File: src/rtl/btn_debounce_pkg.sv
// Shared types and default timing constants for the push-button debouncer.
package btn_debounce_pkg;

    typedef enum logic [1:0] {
        IDLE         = 2'b00,
        PRESS_WAIT   = 2'b01,
        PRESSED      = 2'b11,
        RELEASE_WAIT = 2'b10
    } state_t;

    localparam int DEF_NUM_BTN      = 5;
    localparam int DEF_STABLE_TICKS = 20;
    localparam int DEF_HOLD_TICKS   = 1000;

endpackage

File: src/rtl/btn_debounce_cell.sv
// One button: 2-flop synchronizer, debounce FSM with tick counter, registered pulses.
// Long-press detection is built only when LONG_PRESS_EN is defined.
module debounce_cell
    import btn_debounce_pkg::*;
#(
    parameter int STABLE_TICKS = DEF_STABLE_TICKS
`ifdef LONG_PRESS_EN
    , parameter int HOLD_TICKS = DEF_HOLD_TICKS
`endif
) (
    input  logic clk_in,
    input  logic clr_n,
    input  logic tick_en,
    input  logic raw,
    output logic level,
    output logic press_pulse,
    output logic release_pulse,
    output logic hold_pulse
);

    localparam int CW = $clog2(STABLE_TICKS + 1);
    localparam logic [CW-1:0] CNT_LAST = CW'(STABLE_TICKS - 1);

    logic          sync_a;
    logic          sync_b;
    state_t        state;
    logic [CW-1:0] cnt;

    always_ff @(posedge clk_in or negedge clr_n) begin
        if (!clr_n) begin
            sync_a        <= 1'b0;
            sync_b        <= 1'b0;
            state         <= IDLE;
            cnt           <= '0;
            level         <= 1'b0;
            press_pulse   <= 1'b0;
            release_pulse <= 1'b0;
        end else begin
            sync_a        <= raw;
            sync_b        <= sync_a;
            press_pulse   <= 1'b0;
            release_pulse <= 1'b0;
            case (state)
                IDLE: begin
                    if (sync_b) begin
                        state <= PRESS_WAIT;
                        cnt   <= '0;
                    end
                end
                // Any low sample aborts, even one falling between ticks.
                PRESS_WAIT: begin
                    if (!sync_b) begin
                        state <= IDLE;
                        cnt   <= '0;
                    end else if (tick_en) begin
                        if (cnt == CNT_LAST) begin
                            state       <= PRESSED;
                            cnt         <= '0;
                            level       <= 1'b1;
                            press_pulse <= 1'b1;
                        end else begin
                            cnt <= cnt + 1'b1;
                        end
                    end
                end
                PRESSED: begin
                    if (!sync_b) begin
                        state <= RELEASE_WAIT;
                        cnt   <= '0;
                    end
                end
                RELEASE_WAIT: begin
                    if (sync_b) begin
                        state <= PRESSED;
                        cnt   <= '0;
                    end else if (tick_en) begin
                        if (cnt == CNT_LAST) begin
                            state         <= IDLE;
                            cnt           <= '0;
                            level         <= 1'b0;
                            release_pulse <= 1'b1;
                        end else begin
                            cnt <= cnt + 1'b1;
                        end
                    end
                end
                default: state <= IDLE;
            endcase
        end
    end

`ifdef LONG_PRESS_EN
    localparam int HW = $clog2(HOLD_TICKS + 1);
    localparam logic [HW-1:0] HOLD_LAST = HW'(HOLD_TICKS - 1);
    localparam logic [HW-1:0] HOLD_MAX  = HW'(HOLD_TICKS);

    logic [HW-1:0] hold_cnt;

    // Cleared only once the button is fully released, so release bounces keep the count.
    always_ff @(posedge clk_in or negedge clr_n) begin
        if (!clr_n) begin
            hold_cnt   <= '0;
            hold_pulse <= 1'b0;
        end else begin
            hold_pulse <= 1'b0;
            if (state == IDLE) begin
                hold_cnt <= '0;
            end else if (state == PRESSED && tick_en && hold_cnt != HOLD_MAX) begin
                hold_cnt <= hold_cnt + 1'b1;
                if (hold_cnt == HOLD_LAST) begin
                    hold_pulse <= 1'b1;
                end
            end
        end
    end
`else
    assign hold_pulse = 1'b0;
`endif

endmodule

File: src/rtl/btn_debounce.sv
// Debounces NUM_BTN independent buttons with one debounce_cell per bit.
// Define LONG_PRESS_EN to enable the btn_hold long-press pulse.
module btn_debounce
    import btn_debounce_pkg::*;
#(
    parameter int NUM_BTN      = DEF_NUM_BTN,
    parameter int STABLE_TICKS = DEF_STABLE_TICKS,
    parameter int HOLD_TICKS   = DEF_HOLD_TICKS
) (
    input  logic               clk_in,
    input  logic               clr_n,
    input  logic               tick_en,
    input  logic [NUM_BTN-1:0] btn_raw,
    output logic [NUM_BTN-1:0] btn_level,
    output logic [NUM_BTN-1:0] btn_press,
    output logic [NUM_BTN-1:0] btn_release,
    output logic [NUM_BTN-1:0] btn_hold
);

    if (STABLE_TICKS < 1 || HOLD_TICKS < 1) begin : g_bad_param
        $error("btn_debounce: STABLE_TICKS and HOLD_TICKS must be >= 1");
    end

    for (genvar i = 0; i < NUM_BTN; i++) begin : g_cell
        debounce_cell #(
            .STABLE_TICKS (STABLE_TICKS)
`ifdef LONG_PRESS_EN
            , .HOLD_TICKS (HOLD_TICKS)
`endif
        ) u_cell (
            .clk_in        (clk_in),
            .clr_n         (clr_n),
            .tick_en       (tick_en),
            .raw           (btn_raw[i]),
            .level         (btn_level[i]),
            .press_pulse   (btn_press[i]),
            .release_pulse (btn_release[i]),
            .hold_pulse    (btn_hold[i])
        );
    end

endmodule
File: config.mk
export PLATFORM = sky130hd
export DESIGN_NAME = btn_debounce
export DESIGN_NICKNAME = d
export VERILOG_FILES = /design/src/rtl/btn_debounce_pkg.sv /design/src/rtl/btn_debounce_cell.sv /design/src/rtl/btn_debounce.sv
export SDC_FILE = /design/constraint.sdc
export NUM_CORES = 1
export LEC_CHECK = 0
export CAP_MARGIN = 20
export CORE_MARGIN = 2
export CORE_UTILIZATION = 32
export CTS_BUF_LIST = sky130_fd_sc_hd__clkbuf_4
export CTS_CLUSTER_DIAMETER = 120
export DETAILED_ROUTE_END_ITERATION = 12
export PLACE_DENSITY = 0.56
export SLEW_MARGIN = 20
export SYNTH_ARGS = -nofsm -noshare
export SYNTH_HDL_FRONTEND = slang
export SYNTH_SLANG_ARGS = --single-unit
File: constraint.sdc
create_clock -name clk_in -period 2.9 [get_ports clk_in]
set_clock_uncertainty 0.15 [all_clocks]
set_input_delay 0.58 -clock clk_in [delete_from_list [all_inputs] [get_ports clk_in]]
set_output_delay 0.58 -clock clk_in [all_outputs]
set_load 0.005 [all_outputs]
# After elaboration in Yosys (flattened, before gate mapping)
# Cells that the tools add are included.
dict set report word_totals {
  regBits 60
  latch_bits 0
  word_cells 290
  n_memories 0
  output_inout_bits 20
  rom_bits 0
  mem_bits_rw 0
  input_bits 8
}
dict set report op_classes {
  n_reduce_logical 25
  n_eq_ne 80
  n_bitwise 0
  n_div 0
  n_mux 145
  shifts 0
  multipliers 0
  add_sub_neg 5
  order_cmp 0
}
# operator n
set op_table {}
lappend op_table {{$mux 5} 30}
lappend op_table {{$pmux 5 s4} 5}
lappend op_table {{$mux 2} 40}
lappend op_table {{$mux 1} 60}
lappend op_table {{$ne 2x1->1 const B} 20}
lappend op_table {{$ne 2x2->1 const B} 20}
lappend op_table {{$pmux 2 s4} 5}
lappend op_table {{$reduce_and 7->1} 5}
lappend op_table {{$ne 3x3->1 const B} 10}
lappend op_table {{$reduce_and 6->1} 5}
lappend op_table {{$add 5x1->5 const B} 5}
lappend op_table {{$eq 5x5->1 const B} 5}
lappend op_table {{$eq 2x2->1 const B} 10}
lappend op_table {{$ne 3x1->1 const B} 5}
lappend op_table {{$ne 3x2->1 const B} 5}
lappend op_table {{$eq 2x1->1 const B} 5}
lappend op_table {{$logic_not 2->1} 5}
lappend op_table {{$pmux 1 s2} 5}
lappend op_table {{$reduce_and 2->1} 5}
lappend op_table {{$reduce_bool 2->1} 5}

# Depth between registers and ports, before layout
# Gate-level depths: netlist of run 1.
dict set report depth {
  depth_word 5
  ltp_mapped 6
  depth_no_buf 6
}

# Modules after synthesis
# From an unflattened synthesis of run 1, not the netlist that was laid out.
dict set report hier_totals {
  cells_unflattened 337
  area_unflattened_um2 3590.9
}
# module area_each_um2 cells_per_inst instances seq_area_each_um2
set by_module_without_submodules {}
lappend by_module_without_submodules {{debounce_cell (g_cell[0].u_cell ...)} 710.7 67 4 300.3}
lappend by_module_without_submodules {{debounce_cell (g_cell[4].u_cell)} 748.2 69 1 300.3}

# Worst setup path before layout of run 1
# OpenSTA, ideal clock, no wires.
dict set report synth_timing {
  kind {register -> register}
  from {register g_cell[0].u_cell.state[0]}
  to {register g_cell[0].u_cell.state[0]}
  t_arrival_ps 1492
  t_required_ps 2625
  stages_incl_launch_ff 7
  period_less_slack_ps 1767
  setup_slack_ps 1133
  setup_time_ps 125
  path_buffers 0
  path_cell_list {dfrtp_1 inv_1 ha_1 mux2i_2 nand3_2 o311ai_2 mux2_4}
}
dict set report synth_between {
  elab_chain_len 3
  word_cells_on_any_way 12
  classes_between {9 x eq/ne; 1 x mux; 2 x reduce/logical}
}
# element line
set synth_lines {}
lappend synth_lines {{from (decl)} btn_debounce_cell.sv:26} ;# state_t state;
lappend synth_lines {{from (signal assigned)} btn_debounce_cell.sv:33} ;# state <= IDLE;
lappend synth_lines {{from (signal assigned)} btn_debounce_cell.sv:46} ;# state <= PRESS_WAIT;
lappend synth_lines {{from (signal assigned)} btn_debounce_cell.sv:53} ;# state <= IDLE;
lappend synth_lines {{$eq 2x2->1, or another cell as far along} btn_debounce_cell.sv:43} ;# case (state)
lappend synth_lines {{$ne 3x1->1 (no line), or another cell as far along} -}
lappend synth_lines {{$reduce_and 6->1 (no line)} -}
# Several ways; a longest one is shown, not always the timed one.
# A chain may end at the register's enable or synchronous reset.

# Worst setup path after layout of run 1
dict set report layout_timing {
  from {register g_cell[4].u_cell.level}
  to {output port btn_level[4]}
}
# element line
set layout_lines {}
lappend layout_lines {{from (decl)} btn_debounce_cell.sv:15} ;# output logic level,
lappend layout_lines {{from (signal assigned)} btn_debounce_cell.sv:35} ;# level <= 1'b0;
lappend layout_lines {{from (signal assigned)} btn_debounce_cell.sv:59} ;# level <= 1'b1;
lappend layout_lines {{from (signal assigned)} btn_debounce_cell.sv:80} ;# level <= 1'b0;
lappend layout_lines {{to (decl)} btn_debounce.sv:14} ;# output logic [NUM_BTN-1:0] btn_level,
# No word-level cell between the ends.

==> impl_metrics.toml, run 1 <==
[power]
ir_drop_mv = 0.2530
design_power_total_uw = 2850
power.density_nw_per_um2 = 731.9
p_leak_uw = 0.001803

[finish]
final_design_area_no_fill_sq_um = 3894
antenna-diode-count = 0
final_layout_net_count = 381
area_growth_syn_to_layout_pct = 9.848
stdcell_count = 488
fraction_of_final_layout_cells_with_drive_strength_greater_than_1_pct = 13.51

[die]
die-width_um = 109.2
design.portCount = 28
floorplan.die.height_um = 109.2
rows = 38
coreArea_sq_um = 10840
floorplan.die_area_sq_um = 11930
floorplan.initialDensity_pct = 32.70

[timing]
period_share_pct = 71.24
max_freq_mhz = 484.0
final.min_clock_period_ns = 2.066
timing_max_transition_violations_final = 0
finalWorstSetupSlack_ns = 0.8340
tightest_slew_ns = 0.7609
final_report_hold_violation_count = 0
slew_headroom_pct = 49.27
setup_repair_after_global_routing_missed_its_margin = "false"
fin_tns_setup_ns = 0
finalSetupViolCount = 0

[worst_setup_path]
critical_path.max_stage_delay_ns = 0.51
timing.setup.critical_path_class = "flip-flop to output port"
critical_path.startpoint_type = "flip-flop"
reg2reg_setup_slack_ns = 0.95
crit_chain = "clkdlybuf4s50_1"
required_ns = 2.17
critPathArrivalTime_ns = 1.34
timing.critical_path.max_delay_family = "buffers and inverters"
sort_of_element_at_the_end_of_the_critical_path = "output port"
critPathMaxFanout = 3
timing.critical_path.buf_inv = 1
critPathSlowestCell = "sky130_fd_sc_hd__clkdlybuf4s50_1"

[clock_tree]
cts.reportedPaths.clkPinSlew_ns = 0.12
worstSkewPairLatency_ns = 0.42
post_cts.repair.setup_buffers = 0
post_cts_resized = 0
holdBufCountCts = 0
clockRootBuffer = "sky130_fd_sc_hd__clkbuf_4"
cts_made_buffers = 9
htree_levels = 3
clock_tree.buffer_depth = 2
cts.sinks = 60
tritoncts = "built"

[logic_synthesis]
synth.cell_area_sq_um = 3545
synth-main-ff-cell = "sky130_fd_sc_hd__dfrtp_1"
synth-seq-area-share_pct = 42.36
synth_seq_cells = 60
postSynthAreaPerCell_sq_um = 10.71
synth-edff-count = 0
synthesis.yosys.warnings = 0
synth_top_cells_by_count = "sky130_fd_sc_hd__dfrtp_1, sky130_fd_sc_hd__ha_1, sky130_fd_sc_hd__nor2_1"
synth_top_cell_area_share_pct = 42.36
synth_cells = 331
synth_most_common_cell = "sky130_fd_sc_hd__dfrtp_1"
synth_top_cells_by_area = "sky130_fd_sc_hd__dfrtp_1, sky130_fd_sc_hd__ha_1, sky130_fd_sc_hd__buf_4"
post-synth-top-area-cell = "sky130_fd_sc_hd__dfrtp_1"
synth_cell_types = 55
async_set_or_reset_flop_fraction_in_the_synthesized_netlist_pct = 100.0

[route]
viasPerCell = 4.939
totalWireLength_mm = 5.901
drcViolationCount = 0
wl_per_cell_um = 12.09
dr.pass1.iters = 4
vias_after_detailed_routing = 2410
drt_iter0_markers = 93
number_of_routed_nets_with_antenna_violations = 0

[place]
placedCellCount = 473
pre_cts_ws_ns = 0.4271
dp_hpwl_mm = 4.154
port-buffer-count = 22
routabilityCongestion = 0.8225
instance_area_at_placement_sq_um = 3770

[global_routing]
grt_antenna_before_repair = 0
grt_pass1_wl_mm = 10.54
grt_util_all_layers_pct = 11.30
first_global_vias = 2365
global_route.overflow_total = 0
grt_max_degree = 61

[job]
drv_cap = 0

[min_path]
min-delay-path-class = "input port to async pin"

[run_status]
outcome = "finished, final reports clean"
## stage by stage
stage,hold slack (ns),util [%]
2_1_floorplan,0.1344,-
3_3_place_gp,0.1818,34.78
3_5_place_dp,0.1847,34.78
4_1_cts,0.1829,35.92
5_1_grt,0.1933,35.92
6_report,0.1452,35.92
## routing by layer
layer / wire length, um / up-vias / track usage [%]
li1: - / 1185 / -
met1: 2847 / 1178 / 13.79
met2: 2721 / 36 / 18.06
met3: 221 / 11 / 3.945
met4: 111 / 0 / 4.882
met5: 0 / - / 0
## path summary, 6_finish.rpt
| check | startpoint | end | depth (start not counted) |
|---|---|---|---|
| worst min register to register | g_cell[0].u_cell.sync_a | g_cell[0].u_cell.sync_b | 0 |
| max in group asynchronous | clr_n | g_cell[1].u_cell.level | 2 |
| worst min-delay path | clr_n | g_cell[3].u_cell.level | 2 |
| worst max register to register | g_cell[0].u_cell.state[0] | g_cell[0].u_cell.state[0] | 6 |
| min in group clk_in | g_cell[0].u_cell.sync_a | g_cell[0].u_cell.sync_b | 0 |
| worst max-delay path | g_cell[4].u_cell.level | btn_level[4] | 1 |
## power breakdown
part / internal [uW] / switching [uW] / leakage, uW / total, uW
Combinational: 528 / 702 / 0.000942 / 1230
Clock: 251 / 311 / 0.0000690 / 562
Sequential: 950 / 108 / 0.000793 / 1060
Total: 1730 / 1120 / 0.00180 / 2850
## cells by family (layout without fill, tap and decap cells)
| kind of cell | Yosys count | after routing | share of synthesized area, % |
|---|---|---|---|
| AO/OA/AOI/OAI | 71 | 71 | 13.48 |
| XOR/XNOR | 4 | 4 | 0.9883 |
| adder cells (fa/ha/maj) | 29 | 29 | 10.24 |
| buffers and inverters | 43 | 56 | 7.413 |
| flip-flops | 60 | 60 | 42.36 |
| multiplexers | 27 | 27 | 9.424 |
| other | 1 | 5 | 0.1058 |
| AND/OR/NAND/NOR | 96 | 96 | 15.99 |
## final cells by class
cell class | instances | area (sq um)
clock inverter | 6 | 56.30
fill | 1079 | 6947
clock buffer | 9 | 67.56
timing repair buffer | 25 | 237.7
multi-input combinational | 232 | 1795
tap | 140 | 175.2
sequential | 60 | 1501
inverter | 16 | 60.06
## flip-flops by register name, indices dropped and copies added (netlist names)
signal / flops
g_cell.u_cell.level: 5
g_cell.u_cell.release_pulse: 5
g_cell.u_cell.state: 10
g_cell.u_cell.press_pulse: 5
g_cell.u_cell.sync_b: 5
g_cell.u_cell.sync_a: 5
g_cell.u_cell.cnt: 25
## placed cells by master (no fill, tap or decap), types with 7 or more instances in the layout
master                            netlist  layout
sky130_fd_sc_hd__clkbuf_4               0       9
sky130_fd_sc_hd__nor2_1                25      25
sky130_fd_sc_hd__a21oi_1               18      18
sky130_fd_sc_hd__ha_1                  29      29
sky130_fd_sc_hd__dfrtp_1               60      60
sky130_fd_sc_hd__o21ai_1                9       9
sky130_fd_sc_hd__nand3_1               11      11
sky130_fd_sc_hd__nand2_1               17      17
sky130_fd_sc_hd__inv_1                 16      16
sky130_fd_sc_hd__and3_1                10      10
sky130_fd_sc_hd__clkdlybuf4s50_1        0      21
sky130_fd_sc_hd__mux2i_1               13      13
sky130_fd_sc_hd__o21ai_0                7       7
sky130_fd_sc_hd__o31ai_1               10      10
Power figures use the tool's default switching activity.
==> run 2: changes to the inputs <==
--- a/config.mk
+++ b/config.mk
@@ -11,7 +11,7 @@
 export CTS_BUF_LIST = sky130_fd_sc_hd__clkbuf_4
 export CTS_CLUSTER_DIAMETER = 120
 export DETAILED_ROUTE_END_ITERATION = 12
-export PLACE_DENSITY = 0.56
+export PLACE_DENSITY = 0.58
 export SLEW_MARGIN = 20
 export SYNTH_ARGS = -nofsm -noshare
 export SYNTH_HDL_FRONTEND = slang
==> constraint.sdc (replaced) <==
create_clock -name clk_in -period 1.9 [get_ports clk_in]
set_clock_uncertainty 0.15 [all_clocks]
set_input_delay 0.38 -clock clk_in [delete_from_list [all_inputs] [get_ports clk_in]]
set_output_delay 0.38 -clock clk_in [all_outputs]
set_load 0.005 [all_outputs]
==> run 2 against run 1 <==
Against the previous run: core utilization up 2.0 points; clock-buffer cell count is 1 higher; non-clock buffer count grew 23; power is 57% higher; wire length rose by 11%; via count grew 2.5%; first-iteration DRC count decreased by 25%; cell count up 4.7%; sequential share of layout area shrank 2.1 points; global-route usage rose by 0.51 points; clock power increased by 30%; die area is the same.
==> impl_metrics.toml, run 2 (synthesis results as in run 1) <==
[finish]
multi_input_logic_area_sq_um = 1856
layout.core_utilization_pct = 37.96
ff_latch_area_sq_um = 1501
top_regs = "g_cell.u_cell.cnt: 25 flops, g_cell.u_cell.state: 10 flops"
registers.top_by_ff_count = "g_cell.u_cell.cnt"
mostFrequentLayoutCell = "sky130_fd_sc_hd__dfrtp_1"
antenna-diode-count = 0
final_layout_net_count = 404
fraction_of_final_layout_cells_with_drive_strength_greater_than_1_pct = 21.02
final.fill_count = 1082
final_design_area_no_fill_sq_um = 4115
mostFrequentLayoutCells = "sky130_fd_sc_hd__dfrtp_1, sky130_fd_sc_hd__nor2_1, sky130_fd_sc_hd__ha_1"
flip_flop_count_of_the_largest_register_after_layout = 25
area_growth_syn_to_layout_pct = 16.10

[power]
ir_drop_mv = 0.3447
p_leak_uw = 0.001932
share_comb_of_total_power_pct = 47.7
power.share.switching_pct = 39.88
power_frac_clock_pct = 16.3
p_seq_share_pct = 36.1
cell_int_power_uw = 2697
total_switching_power_uw = 1789
power.density_nw_per_um2 = 1090

[die]
floorplan.die.height_um = 109.2
design.portCount = 28
coreArea_sq_um = 10840
die-width_um = 109.2
floorplan.initialDensity_pct = 32.70
floorplan.die_area_sq_um = 11930
rows = 38

[clock_tree]
cts.sinks = 60
tritoncts = "built"
cts.reportedPaths.clkPinSlew_ns = 0.10
htree_levels = 3
worstSkewPairLatency_ns = 0.41
clockRootBuffer = "sky130_fd_sc_hd__clkbuf_4"
clock_tree.buffer_depth = 2
cts_made_buffers = 9

[route]
vias_after_detailed_routing = 2471
viasPerCell = 4.836
totalWireLength_mm = 6.532
dr.pass1.iters = 4
wl_per_cell_um = 12.78
number_of_routed_nets_with_antenna_violations = 0
drcViolationCount = 0
drt_iter0_markers = 70

[min_path]
hold_path_end = "g_cell[3].u_cell.sync_b"
min-delay-path-class = "flip-flop to flip-flop"
hold_path.startpoint = "g_cell[3].u_cell.sync_a"
worstHoldPathCells = 0

[global_routing]
global_route.overflow_total = 0
grt_pass1_wl_mm = 11.13
first_global_vias = 2478
grt_max_degree = 61
grt_util_all_layers_pct = 11.81
grt_antenna_before_repair = 0

[timing]
max_freq_mhz = 545.2
final_report_hold_violation_count = 0
fin_tns_setup_ns = 0
timing_max_transition_violations_final = 0
setup_repair_after_global_routing_missed_its_margin = "false"
final.min_clock_period_ns = 1.834
finalWorstSetupSlack_ns = 0.06571
period_share_pct = 96.54
finalSetupViolCount = 0

[run_status]
outcome = "finished, final reports clean"

[worst_setup_path]
critPathMaxFanout = 3
timing.reg2reg.worst_path_depth = 5
reg2reg_setup_slack_ns = 0.09
timing.critical_path.buf_inv = 1
crit_chain = "clkdlybuf4s50_1"
critical_path.startpoint_type = "flip-flop"
critical_path.max_stage_delay_ns = 0.51
required_ns = 1.37
rr_endpoint = "g_cell[0].u_cell.state[1]"
timing.critical_path.max_delay_family = "buffers and inverters"
critPathSlowestCell = "sky130_fd_sc_hd__clkdlybuf4s50_1"
critPathArrivalTime_ns = 1.30
r2r_start = "g_cell[0].u_cell.state[0]"
timing.setup.critical_path_class = "flip-flop to output port"
sort_of_element_at_the_end_of_the_critical_path = "output port"

[job]
drv_cap = 0

[place]
routabilityCongestion = 0.7909
port-buffer-count = 22
instance_area_at_placement_sq_um = 3933
dp_hpwl_mm = 4.393
pre_cts_ws_ns = -0.2052
## run 2: cell types whose count changed in the layout (fill, tap and decap cells not counted), moves of 3 or more
cell	before	now
sky130_fd_sc_hd__buf_4	3	24
sky130_fd_sc_hd__clkinv_1	1	4
sky130_fd_sc_hd__ha_1	29	25
sky130_fd_sc_hd__ha_2	0	4
sky130_fd_sc_hd__o31ai_1	10	7
sky130_fd_sc_hd__o31ai_2	0	3
## run 2: how the worst max path moves through the flow
stage                              start                        end  slack [ns]  cells past startpoint
4_1_cts           g_cell[4].u_cell.level               btn_level[4]       0.002                      1
5_1_grt        g_cell[2].u_cell.state[1]    g_cell[2].u_cell.cnt[2]       0.003                      7
3_5_place_dp                     tick_en     g_cell[2].u_cell.level       -0.21                      6
2_1_floorplan  g_cell[0].u_cell.state[0]  g_cell[0].u_cell.state[0]        0.13                      6
3_3_place_gp                     tick_en     g_cell[2].u_cell.level       -0.21                      6
6_report          g_cell[3].u_cell.level               btn_level[3]        0.07                      1
## run 2: cell type report
class                      count  share of cell area (%)
clock inverter                 5                  0.4865
timing repair buffer          48                   10.40
tap                          140                   4.257
sequential                    60                   36.49
clock buffer                  10                   1.824
multi-input combinational    232                   45.09
inverter                      16                   1.459
## run 2: power groups by stage
stage | Clock, uW | Combinational [uW] | Sequential (uW)
floorplan | 0 | 1550 | 1590
global placement | 0 | 1930 | 1630
detailed placement | 0 | 1990 | 1640
CTS | 770 | 2010 | 1610
global route | 818 | 2410 | 1660
finish | 729 | 2140 | 1620
## run 2: timing repair
| action | CTS | global route |
|---|---|---|
| endpoints found under the setup margin | 0 | 12 |
| setup buffers | 0 | 2 |
| endpoints found under the hold margin | 60 | 0 |
| hold buffers | 1 | 0 |
| resized for setup | 0 | 17 |
## run 2: per-layer routing
layer  up-vias  wire (um)  track usage (%)
li1       1225          -                -
met1      1203       3028            14.46
met2        33       3202            19.43
met3        10        166            2.570
met4         0        134            6.239
met5         -          0                0
## run 2: stage by stage
stage / power (uW) / hold WS [ns] / std cells
CTS: 4394 / 0.2116 / 509
floorplan: 3147 / -0.06559 / 335
detailed placement: 3633 / 0.1862 / 493
finish: 4486 / 0.2070 / 511
global route: 4886 / 0.2159 / 511
global placement: 3558 / 0.1832 / 493
